[src/rtl/keypad_key_capture.sv]
// keypad_key_capture
//   Debounces a keypress reported by the upstream row scanner, decodes the row/col
//   pair to a hex key and shifts it into a two-digit display history. A one-cycle
//   key_valid strobe marks each accepted key. A new key is only accepted after the
//   previous one has been stably released.
//
// Parameters
//   DEBOUNCE_CYCLES  consecutive stable-press cycles before a key is accepted (>= 2)
//   RELEASE_CYCLES   consecutive all-cols-low cycles before re-arming (>= 2)
//
// Ports
//   clk        in   1  system clock
//   reset      in   1  synchronous, active-low reset
//   rows       in   4  one-hot row drive from the scanner, bit i = row i
//   cols       in   4  synchronized column sense, bit j = col j pressed
//   change     in   1  scanner strobe, high while a new press is reported
//   key_valid  out  1  one-cycle pulse, new key accepted
//   digit_new  out  4  most recently accepted key code
//   digit_old  out  4  previously accepted key code

module keypad_key_capture #(
   parameter int unsigned DEBOUNCE_CYCLES = 50000,
   parameter int unsigned RELEASE_CYCLES  = 50000
) (
   input  logic       clk,
   input  logic       reset,
   input  logic [3:0] rows,
   input  logic [3:0] cols,
   input  logic       change,
   output logic       key_valid,
   output logic [3:0] digit_new,
   output logic [3:0] digit_old
);

   localparam int unsigned MAX_CYCLES =
      (DEBOUNCE_CYCLES > RELEASE_CYCLES) ? DEBOUNCE_CYCLES : RELEASE_CYCLES;
   localparam int unsigned CNT_W = $clog2(MAX_CYCLES) + 1;

   localparam logic [CNT_W-1:0] DEB_LAST = CNT_W'(DEBOUNCE_CYCLES - 1);
   localparam logic [CNT_W-1:0] REL_LAST = CNT_W'(RELEASE_CYCLES - 1);
   localparam logic [CNT_W-1:0] CNT_ONE  = CNT_W'(1);

   typedef enum logic [1:0] {
      StIdle,
      StDebounce,
      StHeld
   } state_e;

   state_e           state_q;
   logic [CNT_W-1:0] cnt_q;
   logic [3:0]       row_q;
   logic [3:0]       col_q;

   // Exactly one bit set; rejects idle (all zero) and multi-key patterns.
   function automatic logic is_onehot(input logic [3:0] v);
      return (v != 4'b0000) && ((v & (v - 4'd1)) == 4'b0000);
   endfunction

   logic arm;
   logic same_key;

   always_comb begin
      arm      = change && is_onehot(rows) && is_onehot(cols);
      same_key = (rows == row_q) && (cols == col_q);
   end

   // Decode the latched key. The latched pair equals the live inputs on the
   // accepting edge, so this is the code of the key being accepted.
   logic [1:0] row_idx;
   logic [1:0] col_idx;
   logic [3:0] key_code;

   always_comb begin
      row_idx = 2'd0;
      case (row_q)
         4'b0001: row_idx = 2'd0;
         4'b0010: row_idx = 2'd1;
         4'b0100: row_idx = 2'd2;
         4'b1000: row_idx = 2'd3;
         default: row_idx = 2'd0;
      endcase
      col_idx = 2'd0;
      case (col_q)
         4'b0001: col_idx = 2'd0;
         4'b0010: col_idx = 2'd1;
         4'b0100: col_idx = 2'd2;
         4'b1000: col_idx = 2'd3;
         default: col_idx = 2'd0;
      endcase
   end

   always_comb begin
      key_code = 4'h0;
      case ({row_idx, col_idx})
         4'b00_00: key_code = 4'h1;
         4'b00_01: key_code = 4'h2;
         4'b00_10: key_code = 4'h3;
         4'b00_11: key_code = 4'hA;
         4'b01_00: key_code = 4'h4;
         4'b01_01: key_code = 4'h5;
         4'b01_10: key_code = 4'h6;
         4'b01_11: key_code = 4'hB;
         4'b10_00: key_code = 4'h7;
         4'b10_01: key_code = 4'h8;
         4'b10_10: key_code = 4'h9;
         4'b10_11: key_code = 4'hC;
         4'b11_00: key_code = 4'hE;
         4'b11_01: key_code = 4'h0;
         4'b11_10: key_code = 4'hF;
         4'b11_11: key_code = 4'hD;
         default:  key_code = 4'h0;
      endcase
   end

   always_ff @(posedge clk) begin
      if (!reset) begin
         state_q   <= StIdle;
         cnt_q     <= '0;
         row_q     <= 4'b0000;
         col_q     <= 4'b0000;
         key_valid <= 1'b0;
         digit_new <= 4'h0;
         digit_old <= 4'h0;
      end else begin
         key_valid <= 1'b0;
         case (state_q)
            StIdle: begin
               if (arm) begin
                  row_q   <= rows;
                  col_q   <= cols;
                  cnt_q   <= CNT_ONE;
                  state_q <= StDebounce;
               end
            end

            StDebounce: begin
               if (!same_key) begin
                  // Bounce, including on the accepting edge: drop the press.
                  cnt_q   <= '0;
                  state_q <= StIdle;
               end else if (cnt_q >= DEB_LAST) begin
                  digit_old <= digit_new;
                  digit_new <= key_code;
                  key_valid <= 1'b1;
                  cnt_q     <= '0;
                  state_q   <= StHeld;
               end else begin
                  cnt_q <= cnt_q + CNT_ONE;
               end
            end

            StHeld: begin
               // change is ignored here; only a run of quiet cols re-arms.
               if (cols != 4'b0000) begin
                  cnt_q <= '0;
               end else if (cnt_q >= REL_LAST) begin
                  cnt_q   <= '0;
                  state_q <= StIdle;
               end else begin
                  cnt_q <= cnt_q + CNT_ONE;
               end
            end

            default: begin
               cnt_q   <= '0;
               state_q <= StIdle;
            end
         endcase
      end
   end

endmodule

[config.mk]
export PLATFORM = sky130hd
export DESIGN_NAME = keypad_key_capture
export DESIGN_NICKNAME = d
export VERILOG_FILES = /design/src/rtl/keypad_key_capture.sv
export SDC_FILE = /design/constraint.sdc
export NUM_CORES = 1
export LEC_CHECK = 0
export BUFFER_PORTS_ARGS = -buffer_cell sky130_fd_sc_hd__buf_2
export CORE_AREA = 2 2 67 69
export CTS_BUF_LIST = sky130_fd_sc_hd__clkbuf_4
export DETAILED_ROUTE_END_ITERATION = 8
export DIE_AREA = 0 0 69 71
export PLACE_DENSITY = 0.67
export SETUP_SLACK_MARGIN = 0.05
export SYNTH_ARGS = -nofsm -noshare
export SYNTH_HDL_FRONTEND = slang
export SYNTH_SLANG_ARGS = --single-unit
[constraint.sdc]
create_clock -name clk -period 5 [get_ports clk]
set_input_delay 0.25 -clock clk [delete_from_list [all_inputs] [get_ports clk]]
set_output_delay 0.25 -clock clk [all_outputs]
set_load 0.02 [all_outputs]
# Word-level counts from Yosys, hierarchy flattened
# Memory sizes are Yosys's and may differ from the RTL's. A register that Yosys moved wholly into a read port is not among the register bits.
# Cells that the tools add are included.
[word_totals]
register_bits = 32
romBits = 64
input_bits = 11
word_cells = 56
mem_count = 1
[mem_list]
columns = ["memory", "words", "width", "read_ports", "rd_clocked_by_memory_dff", "write_ports", "line_no", "text"]
rows = [
  ["(no name shown)", 16, 4, 1, 1, 0, "94", "case ({row_idx, col_idx})"],
]
[op_classes]
add_sub_neg = 3
order_cmp = 1
n_eq_ne = 14
mux = 14
bitwise = 2
n_reduce_logical = 15
[ops]
columns = ["operator", "count"]
rows = [
  ["2-to-1 mux 17 bit", 4],
  ["one-hot mux 17 bit (3 select lines)", 1],
  ["one-hot mux 2 bit (3 select lines)", 3],
  ["adder 17 x 1 -> 17 bit, second input constant", 1],
  ["greater-or-equal comparator 17 x 16 -> 1 bit, second input constant", 1],
  ["2-to-1 mux 2 bit", 5],
  ["bitwise AND 4 bit", 2],
  ["== test 4 x 2 -> 1 bit, second input constant", 2],
  ["== test 4 x 3 -> 1 bit, second input constant", 2],
  ["== test 4 bit", 2],
  ["== test 4 bit, second input constant", 2],
  ["logical NOT 4 bit", 2],
  ["nonzero test 4 bit", 2],
  ["subtractor 4 x 1 -> 4 bit, second input constant", 2],
  ["inequality test 2 bit, second input constant", 3],
  ["AND reduction 3 bit", 2],
  ["logical AND 1 bit", 5],
  ["AND reduction 4 bit", 1],
  ["inequality test 3 bit, second input constant", 1],
  ["== test 2 x 1 -> 1 bit, second input constant", 1],
  ["== test 2 bit, second input constant", 1],
  ["logical NOT 2 bit", 1],
  ["AND reduction 2 bit", 1],
  ["logical NOT 1 bit", 1],
  ["2-to-1 mux 1 bit", 1],
]

# Longest topological paths before layout
# Gate-level depths: netlist of run 1.
[depth]
word_depth = 8
depth_mapped = 9
mapped_depth_nobuf = 9

# Worst setup path before layout of run 1
# No wires, ideal clock.
[synth_path]
kind = "reg-to-reg"
from = "reg row_q[3]"
to = "reg cnt_q[16]"
setup_time_ns = 0.064
arrival_time_ns = 1.825
t_required_ns = 4.936
setup_slack_ns = 3.111
stages_incl_launch_ff = 8
period_less_slack_ns = 1.889
path_cell_list = "dfxtp_1 xor2_1 nor4_1 nand3_1 a221oi_4 o21ai_2 buf_6 nor2_1"
[synth_between]
elab_chain_cells = 4
[synth_rtl]
columns = ["item", "line_no", "text"]
rows = [
  ["start, declared", "51", "logic [3:0] row_q;"],
  ["start signal, assigned", "129", "row_q <= rows;"],
  ["== test 4 bit", "64", "same_key = (rows == row_q) && (cols == col_q);"],
  ["logical AND 1 bit", "64", ""],
  ["2-to-1 mux 17 bit", "137", "if (!same_key) begin"],
  ["one-hot mux 17 bit (3 select lines)", "126", "case (state_q)"],
  ["end signal, assigned", "148", "cnt_q <= cnt_q + CNT_ONE;"],
  ["end signal, assigned", "160", "cnt_q <= cnt_q + CNT_ONE;"],
  ["end, declared", "50", "logic [CNT_W-1:0] cnt_q;"],
]
# Every way passes these cells.
# A chain may end at the register's enable or synchronous reset.

# Worst setup path in the final report of run 1
[layout_path]
from = "reg row_q[3]"
to = "reg cnt_q[8]"
# The elaborated chain is that of the path after synthesis.

==> results.yml, run 1 <==
outcome:
  status: "complete, no violations"
drt:
  drcViolationCount: 0
  post_drt_wl_per_cell_um: 12.44
  vias_per_cell: 5.403
  wl_um: 3671
  dr.pass1.iters: 4
  drtAntennaViolNets: 0
  drt_iter0_drc: 75
  via_count: 1594
timing:
  finalCritPeriodShare_pct: 44.54
  setup_viol: 0
  slew_headroom_pct: 45.07
  fmax_mhz: 449.0
  finClkSkew_ns: 0.002516
  hold_violations: 0
  worst-slew-pin-transition_ns: 0.8176
  period_needed_ns: 2.227
  grt_setup_unrepaired: "false"
  finalSetupTns_ns: 0
  report.final.slew_viol_count: 0
synth:
  synth_xor_area_share_pct: 10.92
  yosys_register_bits: 36
  synthSimpleGateAreaFrac_pct: 24.34
  synthCells: 222
  synth_compound_area_share_pct: 12.61
  synthDistinctLibCells: 45
  avgSynthCellArea_um2: 9.029
  syn_nets: 239
  ys_seq_area_share_pct: 35.96
  synthFlopType: "dfxtp_1"
  synth.mux.area_fraction_pct: 8.989
  synth_edf_count: 0
  synth_top_family_by_area: "simple AND/OR/NAND/NOR gates"
  async_reset_ff_share_pct: 0
  synth-adder-area-share_pct: 3.745
  synth.cell_area_um2: 2004
  yosysWarnings: 0
min_path:
  hold_path.class: "input port to flip-flop"
  whs_path_depth: 2
floorplanning:
  core_um2: 4204
  die_width_um: 69
  dieArea_um2: 4899
  die_h_um: 71
  start_util_pct: 47.68
  pin_count: 20
  rows: 24
clock_tree:
  cts_resized: 0
  clock_latency_ns: 0.33
  h-tree-depth: 2
  cts_tree: "yes"
  clkTransAtPathRegs_ns: 0.10
  post_cts_buffers: 0
  ctsHoldBuffers: 0
  cts_sinks: 36
  cts_buffer_depth: 2
  cts_root_buffer: "clkbuf_4"
  cts_made_buffers: 5
setup_path:
  critPathCaptureType: "flip-flop"
  cp_data_required_time_ns: 5.27
  path_max_fanout: 15
  critical_path_class: "flip-flop to flip-flop"
  critPathArrivalTime_ns: 2.49
  cp-start-kind: "flip-flop"
  reg2reg_depth: 6
grt:
  grt_max_degree: 21
  antenna_found_initial: 0
  gr-total-overflow: 0
  grt_pass1_wl_um: 6617
  grt_use_total_pct: 16.31
  grt_pass1_vias: 1519
job:
  cap_violations: 0
cells_and_area:
  drive_gt1_share_pct: 18.52
  final_nets: 259
  fillers: 420
  stdcell_count: 295
  area_delta_synth_final_pct: 9.363
  num_antenna_cells: 0
place:
  gp_congestion: 0.7753
  dp_cells: 287
  port_buffers: 19
  hpwl_um: 2721
power_and_ir_drop:
  power_uw: 483.4
  ir_drop_v: 0.0001301
  p_leak_uw: 0.0008037
  powerDensity_nw_per_um2: 220.5
-- path summary, 6_finish.rpt --
path | start | endpoint | slack [ns]
setup reg to reg | row_q[3] | cnt_q[8] | 2.77
hold / removal | reset | state_q[0] | 0.17
setup / recovery | row_q[3] | cnt_q[8] | 2.77
hold reg to reg | digit_old[0] | digit_old[0] | 0.50
-- cells in the mapped netlist, drive strengths merged, types with 2 or more instances --
cell type / n / area [µm²]
nor3: 5 / 25.02
nand2: 13 / 48.80
nor2: 41 / 166.4
or3: 2 / 12.51
inv: 7 / 26.28
nor4: 7 / 68.82
ha: 6 / 75.07
or2: 2 / 12.51
a211oi: 5 / 37.54
a21oi: 6 / 41.29
a31oi: 3 / 18.77
o21ai: 2 / 13.76
nor4b: 3 / 32.53
o31ai: 2 / 15.01
nand3: 7 / 35.03
mux2i: 18 / 180.2
xor2: 11 / 96.34
and3: 4 / 25.02
clkbuf: 3 / 11.26
xnor2: 14 / 122.6
buf: 4 / 31.27
dfxtp: 36 / 720.7
nand4: 4 / 25.02
nand3b: 3 / 22.52
-- routing by layer --
metal | track usage (%) | vias up | share of wire (%)
li1 | - | 833 | -
met1 | 20.02 | 734 | 48
met2 | 28.63 | 18 | 48
met3 | 2.991 | 9 | 2.3
met4 | 5.882 | 0 | 1.8
met5 | 0 | - | 0
-- worst max-delay path, cell delays in order (launching register included) --
cell and delay, ns:
dfxtp_1 0.37, xor2_1 0.19, nor4_1 0.36, nand3_1 0.27
a221oi_4 0.46, o21ai_2 0.29, a31oi_1 0.22
-- cell type report --
type                       instances  area, µm²  share of cell area (%)
timing repair buffer              20      102.6                   4.680
inverter                           7      26.28                   1.199
multi-input combinational        172       1221                   55.71
tap                               52      65.06                   2.968
clock inverter                     1      3.754                  0.1712
sequential                        36      720.7                   32.88
clock buffer                       7      52.55                   2.397
-- sequential cells by signal, indices dropped and copies added (netlist names) --
signal     flops
cnt_q         17
col_q          4
digit_new      4
digit_old      4
key_valid      1
row_q          4
state_q        2
-- power breakdown --
part / internal, µW / switching (µW)
combinational: 12.8 / 22.2
sequential: 288 / 1.57
clock: 65.0 / 94.1
total: 366 / 118
-- metrics by stage --
step	area (µm²)	setup WS [ns]	util, %	hold WS [ns]
floorplan	2004	3.111	-	0.3675
global placement	2136	2.635	50.80	0.4683
detailed placement	2136	2.609	50.80	0.4804
CTS	2192	2.735	52.14	0.1641
global route	2192	2.521	52.14	0.1616
finish	2192	2.773	52.14	0.1749
-- cell families (layout without fill, tap and decap cells) --
family                     after synthesis  count (layout)
AOI/OAI and AO/OA                       30              30
xor gates and xnor gates                25              25
muxes                                   18              18
buffers and inverters                   14              35
and+or+nand+nor                         93              93
DFF                                     36              36
adders and majority gates                6               6
-- cell usage in the layout (no fill, tap or decap), types with 2 or more instances in the layout --
master,n
nor2_1,36
dfxtp_1,36
buf_2,19
mux2i_1,18
xnor2_1,14
nand2_1,13
xor2_1,11
inv_1,7
nand3_1,7
clkbuf_4,7
ha_1,6
nor3_1,5
nor2_2,5
a21oi_1,5
a211oi_1,5
nand4_1,4
and3_1,4
nor4_2,4
nor4_1,3
nand3b_1,3
a31oi_1,3
or3_1,2
or2_2,2
nor4b_2,2
o31ai_1,2
No activity file was read; power rests on OpenSTA's default activity.
==> inputs of run 2 (changes only) <==
--- a/config.mk
+++ b/config.mk
@@ -10,7 +10,7 @@
 export CTS_BUF_LIST = sky130_fd_sc_hd__clkbuf_4
 export DETAILED_ROUTE_END_ITERATION = 8
 export DIE_AREA = 0 0 69 71
-export PLACE_DENSITY = 0.67
+export PLACE_DENSITY = 0.7
 export SETUP_SLACK_MARGIN = 0.05
 export SYNTH_ARGS = -nofsm -noshare
 export SYNTH_HDL_FRONTEND = slang
==> constraint.sdc (replaced) <==
create_clock -name clk -period 1.85 [get_ports clk]
set_input_delay 0.0925 -clock clk [delete_from_list [all_inputs] [get_ports clk]]
set_output_delay 0.0925 -clock clk [all_outputs]
set_load 0.02 [all_outputs]
==> results.yml, run 2 (synthesis results as in run 1) <==
cells_and_area:
  mostFrequentLayoutCells: "buf_4 (43), dfxtp_1 (30), nor2_1 (27)"
  largest_reg_flops: 17
  final_util_pct: 66.79
  drive_gt1_share_pct: 43.92
  final_nets: 313
  fillers: 351
  area_delta_synth_final_pct: 40.07
  multiInputGateArea_um2: 1360
  seqCellArea_um2: 728.2
  max_flop_register: "cnt_q"
  num_antenna_cells: 0
  final_common_cell: "buf_4"
floorplanning:
  core_um2: 4204
  die_width_um: 69
  pin_count: 20
  dieArea_um2: 4899
  rows: 24
  die_h_um: 71
  start_util_pct: 47.68
clock_tree:
  clock_latency_ns: 0.35
  cts_root_buffer: "clkbuf_4"
  cts_buffer_depth: 2
  clkTransAtPathRegs_ns: 0.11
  cts_tree: "yes"
  cts_made_buffers: 5
  h-tree-depth: 2
  cts_sinks: 36
setup_path:
  critPathCaptureType: "flip-flop"
  path_max_fanout: 6
  cp-start-kind: "flip-flop"
  critical_path_class: "flip-flop to flip-flop"
  max_stage_delay_ns: 0.54
  critPathArrivalTime_ns: 2.14
  critPathTopFamily: "simple AND/OR/NAND/NOR gates"
  reg2reg_depth: 7
  reg2reg_from: "cnt_q[16]"
  cp_data_required_time_ns: 2.12
  crit_chain: "or4_4 -> nor2_4 -> a21oi_2 -> a221oi_4 -> buf_6 -> nand2_1 -> a31oi_2"
  r2r_slack_ns: -0.02
  crit_slowest_cell: "or4_4"
  worst-path-buf-inv: 1
  r2r-end: "cnt_q[8]"
timing:
  fmax_mhz: 535.7
  worst-slew-pin-transition_ns: 0.6804
  finalCritPeriodShare_pct: 100.9
  setup_ws_ns: -0.01659
  report.final.slew_viol_count: 0
  period_needed_ns: 1.867
  hold_violations: 0
  setup_viol: 2
  slew_headroom_pct: 54.59
  holdWs_ns: 0.05820
  finClkSkew_ns: 0.006388
  grt_setup_unrepaired: "true"
drt:
  vias_per_cell: 5.256
  drt_iter0_drc: 65
  drtAntennaViolNets: 0
  post_drt_wl_per_cell_um: 13.25
  via_count: 1829
  wl_um: 4610
  dr.pass1.iters: 4
  drcViolationCount: 0
min_path:
  worst_hold_startpoint: "rows[3]"
  whs_path_depth: 3
  hold_path.class: "input port to flip-flop"
  hold_path_end: "row_q[3]"
place:
  port_buffers: 19
  dpl_worst_slack_ns: -0.07332
  gp_congestion: 0.7895
  hpwl_um: 3161
power_and_ir_drop:
  powerDensity_nw_per_um2: 475.8
  seqPwrFrac_pct: 58.5
  p_comb_share_pct: 11.6
  intPower_uw: 984.3
  p_leak_uw: 0.001092
  ir_drop_v: 0.0003442
  switching_share_pct: 26.31
  p_clk_share_pct: 29.9
  p_sw_uw: 351.5
grt:
  gr-total-overflow: 0
  grt_max_degree: 21
  antenna_found_initial: 0
  grt_use_total_pct: 19.15
  grt_pass1_vias: 1812
  grt_pass1_wl_um: 7576
job:
  cap_violations: 0
outcome:
  status: "complete, but fails checks"
  violations: "negative setup slack"
==> run 2: changes by cell type in the layout (fill, tap and decap cells not counted), sizes merged <==
cell and delta:
buf +52, clkinv +1, clkbuf -1, dlygate4sd3 +1
==> run 2: through the flow <==
| step | cells | cell area [µm²] | setup TNS, ns | total power (µW) |
|---|---|---|---|---|
| 6_report | 348 | 2808 | -0.01965 | 1336 |
| 5_1_grt | 348 | 2808 | -0.8605 | 1391 |
| 4_1_cts | 344 | 2660 | 0 | 1330 |
| 3_5_place_dp | 333 | 2534 | -0.5885 | 931.8 |
| 3_3_place_gp | 333 | 2534 | -0.8494 | 929.0 |
| 2_1_floorplan | 222 | 2032 | 0 | 864.6 |
==> run 2: worst max-delay path by stage <==
| stage | startpoint | endpoint | slack (ns) | cells after the start |
|---|---|---|---|---|
| after floorplan | row_q[2] | cnt_q[16] | 0.02 | 7 |
| after global placement | cols[1] | cnt_q[9] | -0.13 | 8 |
| after detailed placement | cols[1] | cnt_q[9] | -0.07 | 8 |
| after CTS | cnt_q[16] | cnt_q[0] | 0.03 | 7 |
| after global routing | col_q[2] | digit_new[3] | -0.11 | 9 |
| final | cnt_q[16] | cnt_q[8] | -0.02 | 7 |
==> run 2: layer usage <==
metal,share of wire (%),GRT usage (%),vias to the layer above
met1,44,23.36,857
li1,-,-,932
met2,52,32.48,35
met5,0,0,-
met4,1.2,8.279,0
met3,3.1,4.416,5
==> run 2: power groups by stage <==
stage	clock network, µW	logic, µW	registers, µW
detailed placement	0	133	798
floorplan	0	65.2	799
finish	399	155	781
global route	439	170	782
global placement	0	131	798
CTS	408	141	781
==> run 2: cell type report <==
type	instances	area share, %
clock buffer	5	1.337
sequential	36	25.94
inverter	7	0.9358
multi-input combinational	172	48.44
clock inverter	2	0.2674
tap	52	2.317
timing repair buffer	74	20.77
==> run 2: worst min-delay path: stages <==
cell and delay, ns:
buf_2 0.13, mux2i_1 0.08, nor2_1 0.07
==> run 2: what timing repair did <==
action,in CTS,in global routing
setup buffers,3,4
pin swaps,5,13
cloned,0,1
hold buffers,1,0
hold endpoints to repair,1,0
gates resized for setup,12,28
setup endpoints to repair,15,26
==> inputs of run 3 (changes only) <==
--- a/config.mk
+++ b/config.mk
@@ -15,3 +15,4 @@
 export SYNTH_ARGS = -nofsm -noshare
 export SYNTH_HDL_FRONTEND = slang
 export SYNTH_SLANG_ARGS = --single-unit
+export TNS_END_PERCENT = 50
==> results.yml, run 3 (synthesis results as in run 1) <==
setup_path:
  path_max_fanout: 4
  max_stage_delay_ns: 0.54
  cp_data_required_time_ns: 2.12
  critical_path_class: "flip-flop to flip-flop"
  worst-path-buf-inv: 0
  cp-start-kind: "flip-flop"
  critPathTopFamily: "simple AND/OR/NAND/NOR gates"
  crit_chain: "or4_4 -> nor2_4 -> a21o_1 -> nand2_2 -> a211o_1 -> a211oi_2"
  critPathCaptureType: "flip-flop"
  critPathArrivalTime_ns: 2.15
  crit_slowest_cell: "or4_4"
power_and_ir_drop:
  ir_drop_v: 0.0004291
  powerDensity_nw_per_um2: 495.6
  power_uw: 1363
  p_leak_uw: 0.001064
grt:
  gr-total-overflow: 0
  grt_max_degree: 21
  grt_pass1_vias: 1683
  antenna_found_initial: 0
  grt_use_total_pct: 18.69
  grt_pass1_wl_um: 7410
floorplanning:
  start_util_pct: 47.68
  rows: 24
  die_width_um: 69
  core_um2: 4204
  dieArea_um2: 4899
  die_h_um: 71
  pin_count: 20
timing:
  holdWs_ns: 0.09337
  fmax_mhz: 531.1
  report.final.slew_viol_count: 0
  period_needed_ns: 1.883
  slew_headroom_pct: 56.91
  setup_viol: 1
  grt_setup_unrepaired: "true"
  finClkSkew_ns: 0.01473
  worst-slew-pin-transition_ns: 0.6457
  finalCritPeriodShare_pct: 101.8
  hold_violations: 0
  setup_ws_ns: -0.03296
place:
  gp_congestion: 0.8531
  dp_cells: 332
  hpwl_um: 3183
  dpl_worst_slack_ns: -0.1279
  port_buffers: 19
min_path:
  hold_path.class: "input port to flip-flop"
clock_tree:
  cts_root_buffer: "clkbuf_4"
  cts_sinks: 36
  clock_latency_ns: 0.34
  cts_made_buffers: 5
  h-tree-depth: 2
  clkTransAtPathRegs_ns: 0.11
  cts_tree: "yes"
  cts_buffer_depth: 2
cells_and_area:
  mostFrequentLayoutCells: "buf_4 (39), nor2_1 (31), dfxtp_1 (25)"
  fillers: 344
  area_delta_synth_final_pct: 37.20
  num_antenna_cells: 0
  final_common_cell: "buf_4"
  final_nets: 306
  max_flop_register: "cnt_q"
  largest_reg_flops: 17
  final_util_pct: 65.42
  drive_gt1_share_pct: 43.79
  stdcell_count: 342
drt:
  vias_per_cell: 5.228
  dr.pass1.iters: 4
  drt_iter0_drc: 119
  drcViolationCount: 0
  drtAntennaViolNets: 0
  wl_um: 4412
  post_drt_wl_per_cell_um: 12.90
  via_count: 1788
outcome:
  violations: "negative setup slack"
  status: "complete, but fails checks"
job:
  cap_violations: 0
-- run 3: cell types whose count changed in the layout (fill, tap and decap cells not counted), moves of 2 or more --
cell and change:
dfxtp_2 +5, clkbuf_4 +2, ha_2 -2, nor2_4 +2, ha_1 +2, buf_4 -4, dfxtp_1 -5, nor2_1 +4
buf_6 -2, nor2_2 -6
-- run 3: report_power, final --
part | total [µW] | leakage [µW] | internal (µW) | switching [µW]
Combinational | 150 | 0.000735 | 69.2 | 80.6
Clock | 432 | 0.0000338 | 176 | 256
Sequential | 781 | 0.000296 | 778 | 2.82
-- run 3: routing by layer --
metal | global-route usage [%] | share of wire, % | up-vias
li1 | - | - | 920
met1 | 23.23 | 46 | 845
met2 | 31.62 | 50 | 19
met3 | 4.274 | 2.3 | 4
met4 | 7.190 | 1.4 | 0
met5 | 0 | 0 | -
-- run 3: worst paths after layout --
path | from | end | slack [ns] | cells after the start
max | cnt_q[11] | state_q[1] | -0.03 | 6
min reg2reg | digit_old[0] | digit_old[0] | 0.50 | 2
max reg2reg | cnt_q[11] | state_q[1] | -0.03 | 6
min | rows[3] | row_q[3] | 0.09 | 3
-- run 3: area by class of cell --
| class | instances | area (µm²) | share of cell area (%) |
|---|---|---|---|
| Clock buffer | 7 | 52.55 | 1.911 |
| Clock inverter | 1 | 3.754 | 0.1365 |
| Inverter | 7 | 26.28 | 0.9554 |
| Multi-Input combinational cell | 172 | 1363 | 49.55 |
| Sequential cell | 36 | 734.5 | 26.71 |
| Tap cell | 52 | 65.06 | 2.366 |
| Timing Repair Buffer | 67 | 505.5 | 18.38 |
-- run 3: through the flow --
stage,setup TNS (ns),cell area [µm²]
after global routing,-1.059,2750
after detailed placement,-1.157,2526
after floorplan,0,2032
after global placement,-0.5016,2526
after CTS,0,2651
final,-0.03296,2750
-- run 3: worst register-to-register path, cell delays in order, from the launching register on --
cell	delay (ns)
dfxtp_2	0.33
or4_4	0.54
nor2_4	0.16
a21o_1	0.20
nand2_2	0.09
a211o_1	0.27
a211oi_2	0.22
-- run 3: timing repair --
action	CTS	global route
setup buffers	0	1
hold buffers	0	1
pin swaps	11	22
gates resized for setup	19	23
setup endpoints to repair	13	27
hold endpoints to repair	0	1
